File: src/rtl/vend_controller.sv
// Vending sequencer: coin qualification, credit/stock tracking, dispense req/ack, nickel change.
// Optional CREDIT idle timeout with auto-refund is enabled by defining VEND_TIMEOUT_EN.
module vend_controller #(
  parameter int PRICE_NICKELS = 4,
  parameter int STOCK_INIT    = 8,
  parameter int TIMEOUT_CYC   = 1000
) (
  input  logic       clk_i,
  input  logic       rst_i,
  input  logic       nickle_i,
  input  logic       dime_i,
  input  logic       quarter_i,
  input  logic       refund_i,
  input  logic       vend_ack_i,
  output logic       vend_req_o,
  output logic       change_o,
  output logic       coin_reject_o,
  output logic [3:0] credit_o,
  output logic [3:0] stock_o,
  output logic       sold_out_o,
  output logic       busy_o
);

  typedef enum logic [1:0] {
    IDLE   = 2'd0,
    CREDIT = 2'd1,
    VEND   = 2'd2,
    CHANGE = 2'd3
  } state_t;

  localparam logic [3:0] PRICE = 4'(PRICE_NICKELS);

  state_t     r_state;
  state_t     w_state_next;
  logic [3:0] r_credit;
  logic [3:0] w_credit_next;
  logic [3:0] r_stock;
  logic [3:0] w_stock_next;

  logic [1:0] w_coin_cnt;
  logic       w_coin_any;
  logic       w_coin_ok;
  logic [2:0] w_coin_val;
  logic [3:0] w_credit_add;
  logic [3:0] w_credit_left;
  logic       w_tmo_hit;

  assign w_coin_cnt = 2'(nickle_i) + 2'(dime_i) + 2'(quarter_i);
  assign w_coin_any = (w_coin_cnt != 2'd0);
  assign w_coin_val = nickle_i ? 3'd1 : (dime_i ? 3'd2 : (quarter_i ? 3'd5 : 3'd0));

  // A single coin is only taken when there is something to buy and no dispense/change in flight.
  assign w_coin_ok = (w_coin_cnt == 2'd1) &&
                     (((r_state == IDLE) && (r_stock != 4'd0)) || (r_state == CREDIT));

  assign w_credit_add  = r_credit + 4'(w_coin_val);
  assign w_credit_left = r_credit - PRICE;

`ifdef VEND_TIMEOUT_EN
  localparam int TMO_W = $clog2(TIMEOUT_CYC + 1);
  logic [TMO_W-1:0] r_tmo_cnt;

  // Held at zero outside CREDIT, so entering CREDIT always starts a fresh count.
  always_ff @(posedge clk_i) begin
    if (rst_i || (r_state != CREDIT) || w_coin_ok) begin
      r_tmo_cnt <= '0;
    end else if (!w_tmo_hit) begin
      r_tmo_cnt <= r_tmo_cnt + TMO_W'(1);
    end
  end

  assign w_tmo_hit = (r_state == CREDIT) && (r_tmo_cnt == TMO_W'(TIMEOUT_CYC - 1));
`else
  assign w_tmo_hit = 1'b0;
`endif

  always_ff @(posedge clk_i) begin
    if (rst_i) begin
      r_state  <= IDLE;
      r_credit <= 4'd0;
      r_stock  <= 4'(STOCK_INIT);
    end else begin
      r_state  <= w_state_next;
      r_credit <= w_credit_next;
      r_stock  <= w_stock_next;
    end
  end

  always_comb begin
    w_state_next  = r_state;
    w_credit_next = r_credit;
    w_stock_next  = r_stock;
    case (r_state)
      IDLE: begin
        if (w_coin_ok) begin
          w_credit_next = w_credit_add;
          w_state_next  = (w_credit_add >= PRICE) ? VEND : CREDIT;
        end
      end
      CREDIT: begin
        if (w_coin_ok) begin
          w_credit_next = w_credit_add;
        end
        // Refund wins over reaching the price: the freshly added coin is returned too.
        if (refund_i) begin
          w_state_next = CHANGE;
        end else if (w_coin_ok) begin
          w_state_next = (w_credit_add >= PRICE) ? VEND : CREDIT;
        end else if (w_tmo_hit) begin
          w_state_next = CHANGE;
        end
      end
      VEND: begin
        if (vend_ack_i) begin
          w_credit_next = w_credit_left;
          if (r_stock != 4'd0) begin
            w_stock_next = r_stock - 4'd1;
          end
          w_state_next = (w_credit_left != 4'd0) ? CHANGE : IDLE;
        end
      end
      CHANGE: begin
        if (r_credit != 4'd0) begin
          w_credit_next = r_credit - 4'd1;
        end
        if (r_credit <= 4'd1) begin
          w_state_next = IDLE;
        end
      end
      default: begin
        w_state_next = IDLE;
      end
    endcase
  end

  assign vend_req_o    = (r_state == VEND);
  assign change_o      = (r_state == CHANGE) && (r_credit != 4'd0);
  assign coin_reject_o = w_coin_any && !w_coin_ok;
  assign credit_o      = r_credit;
  assign stock_o       = r_stock;
  assign sold_out_o    = (r_stock == 4'd0);
  assign busy_o        = (r_state == VEND) || (r_state == CHANGE);

endmodule

File: config.mk
export PLATFORM = sky130hd
export DESIGN_NAME = vend_controller
export DESIGN_NICKNAME = d
export VERILOG_FILES = /design/src/rtl/vend_controller.sv
export SDC_FILE = /design/constraint.sdc
export NUM_CORES = 1
export LEC_CHECK = 0
export ABC_AREA = 0
export CORE_UTILIZATION = 52
export CTS_BUF_LIST = sky130_fd_sc_hd__clkbuf_8
export CTS_CLUSTER_DIAMETER = 100
export DETAILED_ROUTE_END_ITERATION = 16
export HOLD_SLACK_MARGIN = 0.12
export PLACE_DENSITY_LB_ADDON = 0.12
export SKIP_LAST_GASP = 1
export SYNTH_ARGS = -nofsm -noshare
export SYNTH_HDL_FRONTEND = slang
export SYNTH_SLANG_ARGS = --single-unit
File: constraint.sdc
create_clock -name clk_i -period 2.8 [get_ports clk_i]
set_input_delay 0.84 -clock clk_i [delete_from_list [all_inputs] [get_ports clk_i]]
set_output_delay 0.84 -clock clk_i [all_outputs]
set_load 0.02 [all_outputs]
==> key figures, run 1 <==
Outcome
  • Status: finished clean

Setup path
  • Reg-to-reg endpoint: credit_o[0]
  • Largest delay share family, worst path: adder cells
  • Cell Chain, Critical Path: dlygate4sd2_1 -> inv_1 -> fa_1 -> o21ai_1 -> buf_4
  • Crit path capture type: output port
  • CP max-delay cell: fa_1
  • CP required: 1960 ps
  • R2R depth: 6
  • CP max stage delay: 560 ps
  • CP Class: in -> out
  • Reg2Reg Setup Slack: 880 ps
  • WP data arrival: 1880 ps
  • Reg2reg start: credit_o[1]
  • Critical path peak fanout: 2
  • Crit path buffers/inverters: 3
  • Startpoint Class: primary input

Die
  • Initial Util: 58.3%
  • Total die area: 1940 um^2
  • FP Rows: 14
  • Core box area: 1580 um^2
  • Die Height: 44.0 um
  • Die Wd: 44.0 um
  • I/O pins: 20

Synthesis
  • Yosys cell types: 45
  • Post-Synth Adder-Cell Area: 15.3%
  • Sequential area share after synthesis: 21.8%
  • Avg Synthesized Cell Area: 8.43 um^2
  • Syn nets: 126
  • Post-Synth Simple-Gate Area: 24.1%
  • Synthesis-stage register bit count: 10
  • Yosys warnings: 0
  • Largest family of logic cells by synthesized area: compound AO/OA/AOI/OAI gates
  • Post-synth ARST share: 0%
  • Gate Count Post-Synth: 109
  • Area of the mapped netlist: 918 um^2
  • Synth Area in Compound Gates: 25.1%
  • EDFF count, synth: 0
  • Post-synthesis xor/xnor area fraction: 3.81%
  • Mux contribution to synthesized area: 1.09%
  • Most used DFF post-synth: dfxtp_1

Global routing
  • Grt ovf: 0
  • Global-route wire length before repair: 4.15 mm
  • Largest net degree at the start of global routing: 13
  • Total global routing track utilization: 29.1%
  • Antenna violations before repair: 0
  • Vias in the first global route: 858

Cells and area
  • Share of layout cells above drive strength 1: 19.0%
  • Commonest non-fill, non-tap cell in the layout: clkdlybuf4s50_1
  • Diode count: 0
  • Most frequent cells in the layout: clkdlybuf4s50_1 (13), buf_4 (12), inv_1 (11), nor2_1 (11), dfxtp_1 (10)
  • Fillcell total: 121
  • Multi-input logic area: 653 um^2
  • Area growth, synth to finish: 34.5%
  • Final #Nets: 156
  • Sequential cell area: 200 um^2

Timing
  • Setup ws final: 76.1 ps
  • RSZ-0062 raised after global routing: false
  • Min Tclk post-route: 2720 ps
  • Normalized max-slew margin: 71.7%
  • Setup Skew: 5.59 ps
  • Worst slew pin tran: 420 ps
  • Setup_tns: 0 ps
  • Fin crit share: 97.3%
  • Endpoints failing setup: 0
  • Fmax: 367 MHz
  • Final slew viol count: 0
  • Final Hold Fails: 0

Drt
  • # DRC: 0
  • DR vias: 922
  • First-pass detailed-route iteration total: 6
  • Number of routed nets with antenna violations: 0
  • Vias per cell: 6.03
  • Initial drt markers: 35
  • Detailed Route WL: 2.45 mm
  • WL/cell: 16.0 um

Power and ir drop
  • Leakage power: 0.570 nW
  • Power per Cell Area: 952 nW/um^2
  • Max VDD drop: 0.000571 V

Clock tree
  • Clk Latency, worst-skew pair: 230 ps
  • Setup Fix Bufs, Post-CTS: 0
  • H-tree depth: 1
  • Clock slew at reported path FFs: 40 ps
  • Total CTS buffers: 3
  • CTS sink count: 10
  • Hold buffers post-CTS: 0
  • CTS root buffer: clkbuf_8
  • CTS tree: done
  • Clock buffer depth: 2

Placed design
  • HPWL after DPL: 1.82 mm
  • Pre-CTS setup slack: -729 ps
  • Routability cong.: 0.931
  • PortBufs: 19

Hold path
  • Hold/Removal Path Class: reg -> reg
  • Worst Hold Path EP: stock_o[1]
  • Hold path depth: 2
  • Critical hold path startpoint: stock_o[1]

Flow run
  • Max cap viols: 0
-- how the worst max path moves through the flow --
stage / from / endpoint / slack (ps) / depth (start not counted)
floorplan: nickle_i / coin_reject_o / 60 / 3
CTS: credit_o[1] / change_o / 50 / 4
finish: quarter_i / coin_reject_o / 80 / 5
detailed placement: nickle_i / coin_reject_o / -730 / 5
global route: dime_i / r_state[0] / 4 / 11
global placement: nickle_i / coin_reject_o / -710 / 5
-- report_power, final --
group,total (mW),switching (mW),internal (mW)
combinational,0.738,0.375,0.362
sequential,0.291,0.0999,0.191
clock,0.148,0.0537,0.0939
-- Yosys cell counts, drive strengths merged (3+ instances only) --
| master | count | area share [%] |
|---|---|---|
| inv | 13 | 5.3 |
| nor2 | 11 | 4.5 |
| dfxtp | 10 | 22 |
| ha | 8 | 11 |
| nand2 | 8 | 3.3 |
| o21ai | 7 | 4.2 |
| xnor2 | 4 | 3.8 |
| a21oi | 3 | 1.6 |
| a221oi | 3 | 3.5 |
| and3 | 3 | 2.0 |
| buf | 3 | 2.2 |
| nor3 | 3 | 1.6 |
| or3b | 3 | 3.1 |
-- cell type report --
type,count,area share [%]
timing repair buffer,30,22.0
multi-input combinational,81,52.9
clock buffer,3,3.34
tap,16,1.62
inverter,13,3.95
sequential,10,16.2
-- per-layer routing --
layer | GRT usage [%] | wire [um] | vias up
met5 | 0 | 0 | -
met1 | 38.7 | 1100 | 437
met2 | 49.4 | 1220 | 31
met3 | 6.53 | 116 | 2
li1 | - | - | 452
met4 | 4.24 | 15 | 0
-- state kept, by name, summed over array words and instances (netlist names) --
name and cells:
credit_o 4, stock_o 4, r_state 2
-- worst min-delay path, cell delays in order, from the launching register on --
cell      delay [ps]
dfxtp_1          340
nor2_1           120
a211oi_1          50
-- repair_timing --
| item | in CTS | in global routing |
|---|---|---|
| setup endpoints to repair | 6 | 2 |
| pin swaps | 2 | 0 |
| gates resized for setup | 15 | 2 |
-- metrics by stage --
step	util, %	hold WS [ps]	total power, mW	cells	area [um^2]
finish	78.3	565	1.18	153	1230
global route	78.3	601	1.26	153	1230
CTS	78.0	559	1.17	153	1230
detailed placement	74.8	545	0.995	150	1180
global placement	74.8	519	0.965	150	1180
floorplan	-	592	0.754	109	918
-- cell families after synthesis --
kind of cell | count (synthesis)
multiplexers | 1
AO/OA/AOI/OAI | 28
buffers and inverters | 18
flip-flops | 10
adder cells (fa/ha/maj) | 10
XOR/XNOR | 4
AND/OR/NAND/NOR | 38
Note: power is estimated with default switching activity, not from simulation.
==> run 2, diff against run 1 <==
CTS_CLUSTER_DIAMETER = default   (was 100)
==> results of run 2 <==
Same layout as run 1: the final DEF is identical, and so are final timing and power.
==> run 3, diff against run 2 <==
REMOVE_ABC_BUFFERS = 1   (was default)
==> run 3 against run 2 <==
Net effect: the run now ends with DRC left; largest power group unchanged; hold slack lost 38 ps; routed wire length down 0.65%; maximum frequency about the same; core utilization is 0.95 points higher; critical endpoint unchanged; critical path depth unchanged; flip-flop and latch count is the same.
==> key figures, run 3 (synthesized netlist as in run 1, its figures left out) <==
Setup path
  • Startpoint Class: primary input (unchanged)
  • Reg2reg start: credit_o[0] (was credit_o[1])
  • Crit path capture type: output port (unchanged)
  • Reg2Reg Setup Slack: 880 ps (about the same)
  • CP Class: in -> out (unchanged)
  • WP data arrival: 1880 ps (about the same)
  • Reg-to-reg endpoint: r_state[0] (was credit_o[0])
  • Critical path peak fanout: 2 (unchanged)
  • CP required: 1960 ps (about the same)
  • R2R depth: 6 (unchanged)

Drt
  • Vias per cell: 5.99 (was 6.03)
  • WL/cell: 15.5 um (was 16.0 um)
  • DR vias: 940 (was 922)
  • Number of routed nets with antenna violations: 0 (unchanged)
  • First-pass detailed-route iteration total: 10 (was 6)
  • Initial drt markers: 9 (was 35)
  • Detailed Route WL: 2.44 mm (was 2.45 mm)
  • # DRC: 1 (was 0)

Cells and area
  • Final core occ: 79.3% (was 78.3%)
  • Final instance area: 1250 um^2 (was 1230 um^2)
  • Fillcell total: 110 (was 121)
  • Commonest non-fill, non-tap cell in the layout: buf_4 (was clkdlybuf4s50_1)
  • Most frequent cells in the layout: buf_4 (15), clkdlybuf4s50_1 (14), nor2_1 (11) (was clkdlybuf4s50_1 (13), buf_4 (12), inv_1 (11), nor2_1 (11), dfxtp_1 (10))
  • Share of layout cells above drive strength 1: 21.3% (was 19.0%)
  • Multi-input logic area: 637 um^2 (was 653 um^2)
  • Diode count: 0 (unchanged)
  • Final #Nets: 159 (was 156)
  • Area growth, synth to finish: 36.1% (was 34.5%)
  • Sequential cell area: 201 um^2 (was 200 um^2)

Global routing
  • Total global routing track utilization: 28.3% (was 29.1%)
  • Grt ovf: 0 (unchanged)
  • Vias in the first global route: 895 (was 858)
  • Largest net degree at the start of global routing: 13 (unchanged)
  • Antenna violations before repair: 0 (unchanged)
  • Global-route wire length before repair: 3.99 mm (was 4.15 mm)

Timing
  • Setup ws final: 76.5 ps (was 76.1 ps)
  • Min Hold Slack: 528 ps (was 565 ps)
  • Normalized max-slew margin: 72.0% (was 71.7%)
  • Endpoints failing setup: 0 (unchanged)
  • Worst slew pin tran: 418 ps (was 420 ps)
  • RSZ-0062 raised after global routing: true (was false)
  • Setup Skew: 0.588 ps (was 5.59 ps)
  • Fmax: 367 MHz (about the same)
  • Final slew viol count: 0 (unchanged)
  • Min Tclk post-route: 2720 ps (about the same)
  • Final Hold Fails: 0 (unchanged)
  • Fin crit share: 97.3% (about the same)

Hold path
  • Hold path depth: 2 (unchanged)
  • Worst Hold Path EP: stock_o[1] (unchanged)
  • Critical hold path startpoint: stock_o[1] (unchanged)
  • Hold/Removal Path Class: reg -> reg (unchanged)

Clock tree
  • CTS tree: done (unchanged)
  • Total CTS buffers: 3 (unchanged)
  • Clk Latency, worst-skew pair: 240 ps (was 230 ps)
  • Clock slew at reported path FFs: 50 ps (was 40 ps)
  • CTS sink count: 10 (unchanged)
  • CTS root buffer: clkbuf_8 (unchanged)
  • H-tree depth: 1 (unchanged)
  • Hold buffers post-CTS: 0 (unchanged)
  • Clock buffer depth: 2 (unchanged)

Outcome
  • Failing checks: DRC
  • Status: complete, but fails checks (was finished clean)

Power and ir drop
  • Comb pwr share: 61.3% (was 62.7%)
  • Internal Pwr Total: 682 uW (was 647 uW)
  • Leakage power: 0.569 nW (was 0.570 nW)
  • Total power: 1.22 mW (was 1.18 mW)
  • Sw Share: 43.9% (was 45.0%)
  • Net switching power: 533 uW (was 529 uW)
  • Power per Cell Area: 972 nW/um^2 (was 952 nW/um^2)
  • Seq pwr share: 23.2% (was 24.7%)
  • Max VDD drop: 0.000619 V (was 0.000571 V)
  • Clock power share: 15.4% (was 12.6%)

Placed design
  • PortBufs: 19 (unchanged)
  • Placed cell area: 1200 um^2 (was 1180 um^2)
  • Pre-CTS setup slack: -760 ps (was -729 ps)
  • Routability cong.: 0.855 (was 0.931)
  • HPWL after DPL: 1.82 mm (about the same)

Die
  • Core box area: 1580 um^2 (unchanged)
  • Die Height: 44.0 um (unchanged)
  • Total die area: 1940 um^2 (unchanged)
  • FP Rows: 14 (unchanged)
  • I/O pins: 20 (unchanged)
  • Initial Util: 58.3% (unchanged)
  • Die Wd: 44.0 um (unchanged)

Flow run
  • Max cap viols: 0 (unchanged)
## run 3: power groups by stage
stage | Sequential, mW | Clock, mW | Combinational [mW]
after floorplan | 0.318 | 0 | 0.406
after global placement | 0.277 | 0 | 0.705
after detailed placement | 0.280 | 0 | 0.730
after CTS | 0.280 | 0.189 | 0.741
after global routing | 0.294 | 0.196 | 0.810
final | 0.282 | 0.188 | 0.745
## run 3: routing by layer
layer  vias to the layer above  share of wire [%]  GRT usage [%]
met2                        21                 50           49.7
met3                         7                2.4           3.67
met1                       457                 46           35.0
met4                         0                1.8           10.9
li1                        455                  -              -
met5                         -                  0              0
## run 3: layout make-up
class | count | area share [%]
inverters | 13 | 3.90
clock buffers | 4 | 4.40
multi-input cells | 81 | 51.0
well taps | 16 | 1.60
flip-flops and latches | 10 | 16.1
repair buffers | 33 | 23.0
## run 3: how the worst max path moves through the flow
stage                               end   startpoint  depth (start not counted)  slack, ps
after floorplan           coin_reject_o     nickle_i                          3         60
after global placement    coin_reject_o     nickle_i                          5       -680
after detailed placement  coin_reject_o     nickle_i                          5       -760
after CTS                    sold_out_o   stock_o[0]                          5         30
after global routing           change_o  credit_o[0]                          4        -20
final                     coin_reject_o       dime_i                          5         80
## run 3: worst max-delay path, cell delays in order
cell	delay, ps
dlygate4sd2_1	240
inv_2	60
fa_1	440
o21ai_1	150
buf_4	150
## run 3: stage by stage
stage / setup TNS (ps) / cells
3_5_place_dp: -2410 / 153
2_1_floorplan: 0 / 104
5_1_grt: -17.6 / 157
6_report: 0 / 157
4_1_cts: 0 / 157
3_3_place_gp: -1930 / 153
## run 3: timing repair
item / in CTS / in global routing
gates resized for setup: 13 / 4
pin swaps: 2 / 2
endpoints found under the setup margin: 6 / 3
setup buffers: 0 / 0
